`config.mk`:
```
export PLATFORM = sky130hd
export DESIGN_NAME = id_ex_stage
export DESIGN_NICKNAME = d
export VERILOG_FILES = /design/src/rtl/id_ex_stage.sv
export SDC_FILE = /design/constraint.sdc
export NUM_CORES = 1
export LEC_CHECK = 0
export ABC_AREA = 1
export CORE_ASPECT_RATIO = 1.2
export CORE_MARGIN = 2
export CORE_UTILIZATION = 41
export CTS_CLUSTER_SIZE = 16
export DETAILED_ROUTE_END_ITERATION = 10
export GPL_TIMING_DRIVEN = 0
export PLACE_DENSITY_LB_ADDON = 0.2
export SLEW_MARGIN = 40
export SYNTH_ARGS = -nofsm -noshare
export SYNTH_HDL_FRONTEND = slang
export SYNTH_SLANG_ARGS = --single-unit
```
`constraint.sdc`:
```
create_clock -name clk -period 2.5 [get_ports clk]
set_clock_uncertainty 0.05 [all_clocks]
set_input_delay 0.375 -clock clk [delete_from_list [all_inputs] [get_ports clk]]
set_output_delay 0.375 -clock clk [all_outputs]
set_load 0.02 [all_outputs]
```
`src/rtl/id_ex_stage.sv`:
```
// id_ex_stage: ID/EX pipeline register with RAW forwarding, stall hold and flush bubble
module id_ex_stage #(
    parameter int WIDTH = 32,
    parameter int RA    = 5
) (
    input  logic             clk,
    input  logic             rst,
    input  logic             in_valid,
    output logic             in_ready,
    input  logic             stall,
    input  logic             flush,
    input  logic [RA-1:0]    id_rs_addr,
    input  logic [RA-1:0]    id_rt_addr,
    input  logic [RA-1:0]    id_rd_addr,
    input  logic [WIDTH-1:0] id_rs_data,
    input  logic [WIDTH-1:0] id_rt_data,
    input  logic [15:0]      id_imm,
    input  logic             id_use_imm,
    input  logic             id_zero_ext,
    input  logic [2:0]       id_func,
    input  logic [1:0]       id_branch,
    input  logic             id_reg_write,
    input  logic [WIDTH-1:0] alu_out,
    input  logic             mem_reg_write,
    input  logic [RA-1:0]    mem_rd_addr,
    input  logic [WIDTH-1:0] mem_result,
    output logic             ex_valid,
    output logic [WIDTH-1:0] ex_a,
    output logic [WIDTH-1:0] ex_b,
    output logic [2:0]       ex_func,
    output logic [WIDTH-1:0] ex_store_data,
    output logic [RA-1:0]    ex_rd_addr,
    output logic             ex_reg_write,
    output logic [1:0]       ex_branch
);
    logic             ex_fwd_ok;
    logic [WIDTH-1:0] fwd_rs, fwd_rt, ext_imm;
    assign in_ready  = ~stall | flush;
    assign ex_fwd_ok = ex_valid & ex_reg_write;
    always_comb begin
        fwd_rs  = (id_rs_addr != '0 && ex_fwd_ok && ex_rd_addr == id_rs_addr) ? alu_out :
                  (id_rs_addr != '0 && mem_reg_write && mem_rd_addr == id_rs_addr) ? mem_result : id_rs_data;
        fwd_rt  = (id_rt_addr != '0 && ex_fwd_ok && ex_rd_addr == id_rt_addr) ? alu_out :
                  (id_rt_addr != '0 && mem_reg_write && mem_rd_addr == id_rt_addr) ? mem_result : id_rt_data;
        ext_imm = id_zero_ext ? {{(WIDTH-16){1'b0}}, id_imm} : {{(WIDTH-16){id_imm[15]}}, id_imm};
    end
    always_ff @(posedge clk) begin
        if (rst || flush || (!stall && !in_valid)) begin
            ex_valid      <= 1'b0;
            ex_a          <= '0;
            ex_b          <= '0;
            ex_func       <= '0;
            ex_store_data <= '0;
            ex_rd_addr    <= '0;
            ex_reg_write  <= 1'b0;
            ex_branch     <= '0;
        end else if (!stall) begin
            ex_valid      <= 1'b1;
            ex_a          <= fwd_rs;
            ex_b          <= id_use_imm ? ext_imm : fwd_rt;
            ex_func       <= id_func;
            ex_store_data <= fwd_rt;
            ex_rd_addr    <= id_rd_addr;
            ex_reg_write  <= id_reg_write;
            ex_branch     <= (id_branch == 2'b11) ? 2'b00 : id_branch;
        end
    end
endmodule

```
## Word level (Yosys, flattened, before mapping)

Index checks and enable logic that the tools add are counted.

| word-level totals | value |
|---|---|
| logic and storage cells | 38 |
| input port bits | 178 |
| register bits after elaboration | 108 |
| output and inout port bits | 109 |

| operators by class | value |
|---|---|
| bitwise gates (word level) | 3 |
| reductions and logical operators | 15 |
| muxes and demuxes | 7 |
| equality and inequality tests | 5 |

Operators with widths:

| kind | number |
|---|---|
| 2-to-1 mux 32 bit | 6 |
| == test 5 bit | 4 |
| nonzero test 5 bit | 2 |
| logical AND 1 bit | 9 |
| == test 2 bit, second input constant | 1 |
| zero test 1 bit | 2 |
| logical OR 1 bit | 2 |
| 2-to-1 mux 2 bit | 1 |
| AND 1 bit | 1 |
| inverter 1 bit | 1 |
| OR 1 bit | 1 |

## Logic depth before layout (Yosys ltp)

| depth | value |
|---|---|
| word-level depth | 6 |
| mapped depth | 14 |
| mapped depth without buffers | 13 |

## Worst setup path before layout

OpenSTA, ideal clock, no wires.

| timing path | value |
|---|---|
| path kind | reg2reg |
| start | register ex_valid |
| end | register ex_store_data[7] |
| path slack | 0.823 ns |
| arrival time | 1.518 ns |
| stages on the path, launching flop included | 12 |
| path buffers | 1 |
| period minus slack after synthesis | 1.677 ns |
| library setup time | 0.109 ns |
| data required time | 2.341 ns |
| cell sequence | dfxtp_1 -> nand2_1 -> a21oi_2 -> nand2_2 -> nor2_8 -> nand2_2 -> buf_2 -> or2_1 -> nand2_1 -> nand2_1 -> nand2_1 -> inv_1 |

| between the ends | value |
|---|---|
| word-level cells in the longest chain between the ends | 4 |

RTL lines:

| what | RTL line | source |
|---|---|---|
| start, declared | 27 | `output logic ex_valid,` |
| start signal, assigned | 49 | `ex_valid <= 1'b0;` |
| start signal, assigned | 58 | `ex_valid <= 1'b1;` |
| AND 1 bit | 39 | `assign ex_fwd_ok = ex_valid & ex_reg_write;` |
| logical AND 1 bit (2 in series) | 43 | `fwd_rt = (id_rt_addr != '0 && ex_fwd_ok && ex_rd_addr == id_rt_addr) ? alu_out :` |
| 2-to-1 mux 32 bit | 43 |  |
| end signal, assigned | 62 | `ex_store_data <= fwd_rt;` |
| end, declared | 31 | `output logic [WIDTH-1:0] ex_store_data,` |

No other way between the ends.
A chain may end at the register's enable or synchronous reset.

## Worst setup path in the final report

| timing path | value |
|---|---|
| start | input flush |
| end | register ex_a[28] |

| between the ends | value |
|---|---|
| word-level cells in the longest chain between the ends | 2 |

RTL lines:

| what | RTL line | source |
|---|---|---|
| start, declared | 11 | `input logic flush,` |
| logical OR 1 bit (2 in series) | 48 | `if (rst \|\| flush \|\| (!stall && !in_valid)) begin` |
| end signal, assigned | 59 | `ex_a <= fwd_rs;` |
| end, declared | 28 | `output logic [WIDTH-1:0] ex_a,` |

No other way between the ends.

==> metrics.csv <==
stage,metric,value,unit
floorplan,rows,49,
critical_path,reg2reg_slack,0.62,ns
logic_synthesis,synth_most_common_cell,nand2_1,
sta,rsz0062_at_grt,false,
logic_synthesis,yosys_warnings,0,
clock_network,ctsHoldBuffers,0,
critical_path,crit_start,flush,
sta,slew_violations,0,
drt,via_count,7785,
clock_network,cts_root_buf,clkbuf_16,
logic_synthesis,ys_ff_latch,108,
power,leakage,4.33,nW
sta,finalHoldViolations,0,
drt,drtAntennaViolNets,0,
sta,max_freq,440,MHz
critical_path,worst_setup_path_end_kind,flop,
clock_network,post_cts_buffers,0,
power,power.switching,1.35,mW
logic_synthesis,yosys.area_share.simple,0.369,
placed_design,place.detailed.hpwl,20600,um
logic_synthesis,syn_avg_cell_area,6.51,um^2
critical_path,cp.required,2.75,ns
power,vdd_drop_max,301,uV
logic_synthesis,async_flop_share,0,
power,powerDensity,447,nW/um^2
run_status,outcome,"finished, final reports clean",
final_layout,antenna_cells,0,
logic_synthesis,synth_compound_area_frac,0.172,
logic_synthesis,synth_edf_count,0,
placed_design,place_congestion,0.910,
floorplan,die_h,140,um
global_route,antenna_found_initial,1,
sta,relSlewSlack,0.590,
clock_network,post_cts_resized,0,
drt,wl_per_cell,17.6,um
clock_network,clk_path_buf_depth,2,
power,clockPowerShare,0.349,
drt,avgViaCountPerCell,5.28,
critical_path,crit_type,in2reg,
floorplan,chipWidth,117,um
clock_network,cts_made_buffers,9,
logic_synthesis,synthAdderAreaFrac,0,
job,maxCapViolCount,0,
critical_path,crit_path_end,ex_a[28]$_SDFFE_PP0N_,
floorplan,floorplan.initialDensity,0.421,
floorplan,io_pins,287,
placed_design,pre_cts_ws,-0.133,ns
clock_network,htree_levels,3,
global_route,grt_max_degree,23,
drt,drt_iter0_drc,494,
power,p_seq_frac,0.416,
critical_path,start_kind,input port,
global_route,grt_pass1_wl,39500,um
critical_path,critPathSlowestCell,clkdlybuf4s50_1,
power,swShare,0.311,
sta,worst_slew_pin_slew,0.615,ns
logic_synthesis,synth_area_leader_cell,dfxtp_1,
logic_synthesis,synth_top_family_by_area,simple AND/OR/NAND/NOR gates,
final_layout,nets,1443,
sta,setup_viol,0,
sta,fin_ws,0.226,ns
power,power_frac_comb,0.234,
clock_network,path_clk_slew,0.09,ns
logic_synthesis,synthesis.area,6320,um^2
logic_synthesis,synth_common_cells,"nand2_1 (221), a21oi_1 (157), nand3_1 (119), dfxtp_1 (108), inv_1 (100)",
clock_network,clock-sinks,108,
hold_path,hold_path_class,in2reg,
logic_synthesis,ys_types,31,
critical_path,r2r_cells,10,
logic_synthesis,synth-seq-area-share,0.342,
critical_path,path_cells,clkdlybuf4s50_1 > nor2_1 > o21a_1 > clkbuf_1 > clkbuf_1 > o21ai_0 > a21oi_1,
logic_synthesis,synthXorXnorAreaFrac,0.00139,
logic_synthesis,synth.area.top_cells,"dfxtp_1 (34%), nand2_1 (13%), a21oi_1 (12%)",
clock_network,cts_tree,built,
placed_design,io_buffer_count,284,
drt,drc,0,
critical_path,reg2reg_from,ex_rd_addr[0]$_SDFFE_PP0N_,
critical_path,path_common_cell,clkbuf_1,
floorplan,core-area,15000,um^2
clock_network,clock_latency,0.37,ns
drt,dr.pass1.iters,6,
sta,period_share,0.910,
logic_synthesis,synth_ff_type,dfxtp_1,
critical_path,regToRegEndpoint,ex_b[14]$_SDFFE_PP0N_,
final_layout,drive_gt1_frac,0.0764,
logic_synthesis,syn_nets,1149,
power,p_int,2.99,mW
global_route,grt_pass1_vias,7550,
logic_synthesis,synth_mux_area_frac,0,
critical_path,worst_ep_arrival_time,2.52,ns
sta,holdWs,0.390,ns
global_route,grt_overflow_total,0,
logic_synthesis,synth_cells,971,
floorplan,fp.dieArea,16400,um^2
power,report.power.total,4.34,mW
final_layout,num-fill-cells,1440,
final_layout,area_growth,53.8,%
critical_path,worstPathMaxFanout,10,
critical_path,slowest_delay,0.48,ns
drt,totalWireLength,25900,um
global_route,grt_usage,0.308,
logic_synthesis,synth_top_area_frac,0.342,
sta,min_period,2.27,ns
## critical path: cells and delay by family
| kind | cells | cell delay (ns) |
|---|---|---|
| AOI/OAI and AO/OA | 3 | 0.61 |
| buffers and inverters | 3 | 1.37 |
| and+or+nand+nor | 1 | 0.15 |
## kinds of logic (layout without fill, tap and decap cells)
kind of cell	after synthesis	count (layout)
AND/OR/NAND/NOR	471	471
XOR/XNOR	1	1
AO/OA/AOI/OAI	213	213
buffers and inverters	178	477
flip-flops	108	108
## metal layers
layer,track usage,part of all wire,vias up
li1,-,-,3761
met1,0.341,0.37,3571
met3,0.0574,0.074,82
met4,0.171,0.053,2
met5,0,0.00058,-
met2,0.554,0.50,369
## layout make-up
cell class	count	area [um^2]	area share
Buffer	69	320	0.0330
Clock buffer	9	225	0.0232
Clock inverter	7	78.8	0.00811
Inverter	108	405	0.0417
Multi-Input combinational cell	685	3430	0.353
Sequential cell	108	2160	0.223
Tap cell	204	255	0.0263
Timing Repair Buffer	284	2840	0.293
## cell usage in the layout, fill, tap and decap left out, drive strengths merged
cell / Yosys / final
o22ai: 3 / 3
nand3b: 32 / 32
nor2: 45 / 45
o211ai: 1 / 1
xor2: 1 / 1
clkbuf: 36 / 44
nor3: 3 / 3
clkdlybuf4s50: 0 / 284
a21oi: 159 / 159
nand2: 223 / 223
nand4: 1 / 1
or2: 16 / 16
nand3: 151 / 151
clkinv: 1 / 1
o21ai: 48 / 48
o211a: 1 / 1
buf: 34 / 34
dfxtp: 108 / 108
inv: 107 / 114
o21a: 1 / 1
## metrics by stage
stage / setup TNS (ns) / area [um^2] / instances / util
2_1_floorplan: 0 / 6320 / 971 / -
3_3_place_gp: -4.12 / 9420 / 1459 / 0.627
3_5_place_dp: -4.24 / 9420 / 1459 / 0.627
4_1_cts: 0 / 9720 / 1475 / 0.647
5_1_grt: 0 / 9720 / 1474 / 0.647
6_report: 0 / 9720 / 1474 / 0.647
## power groups by stage
stage	sequential (mW)	combinational (mW)	clock (mW)
after floorplan	1.91	0.378	0
after global placement	1.85	1.00	0
after detailed placement	1.85	1.01	0
after CTS	1.81	1.01	1.53
after global routing	1.81	1.09	1.60
final	1.81	1.02	1.52
## state kept, by name (all words and copies together), names as in the netlist
signal / cells
ex_a: 32
ex_b: 32
ex_branch: 2
ex_func: 3
ex_rd_addr: 5
ex_reg_write: 1
ex_store_data: 32
ex_valid: 1
## worst min path at each step
stage	start	endpoint	slack, ns	depth (start not counted)
global placement	ex_branch[1]$_SDFFE_PP0N_	ex_branch[1]$_SDFFE_PP0N_	0.39	2
floorplan	id_func[0]	ex_func[0]$_SDFFE_PP0N_	0.47	2
global route	id_use_imm	ex_b[1]$_SDFFE_PP0N_	0.39	3
CTS	id_use_imm	ex_b[2]$_SDFFE_PP0N_	0.38	3
detailed placement	ex_branch[1]$_SDFFE_PP0N_	ex_branch[1]$_SDFFE_PP0N_	0.40	2
finish	id_use_imm	ex_b[2]$_SDFFE_PP0N_	0.39	3
Power figures use the tool's default switching activity.
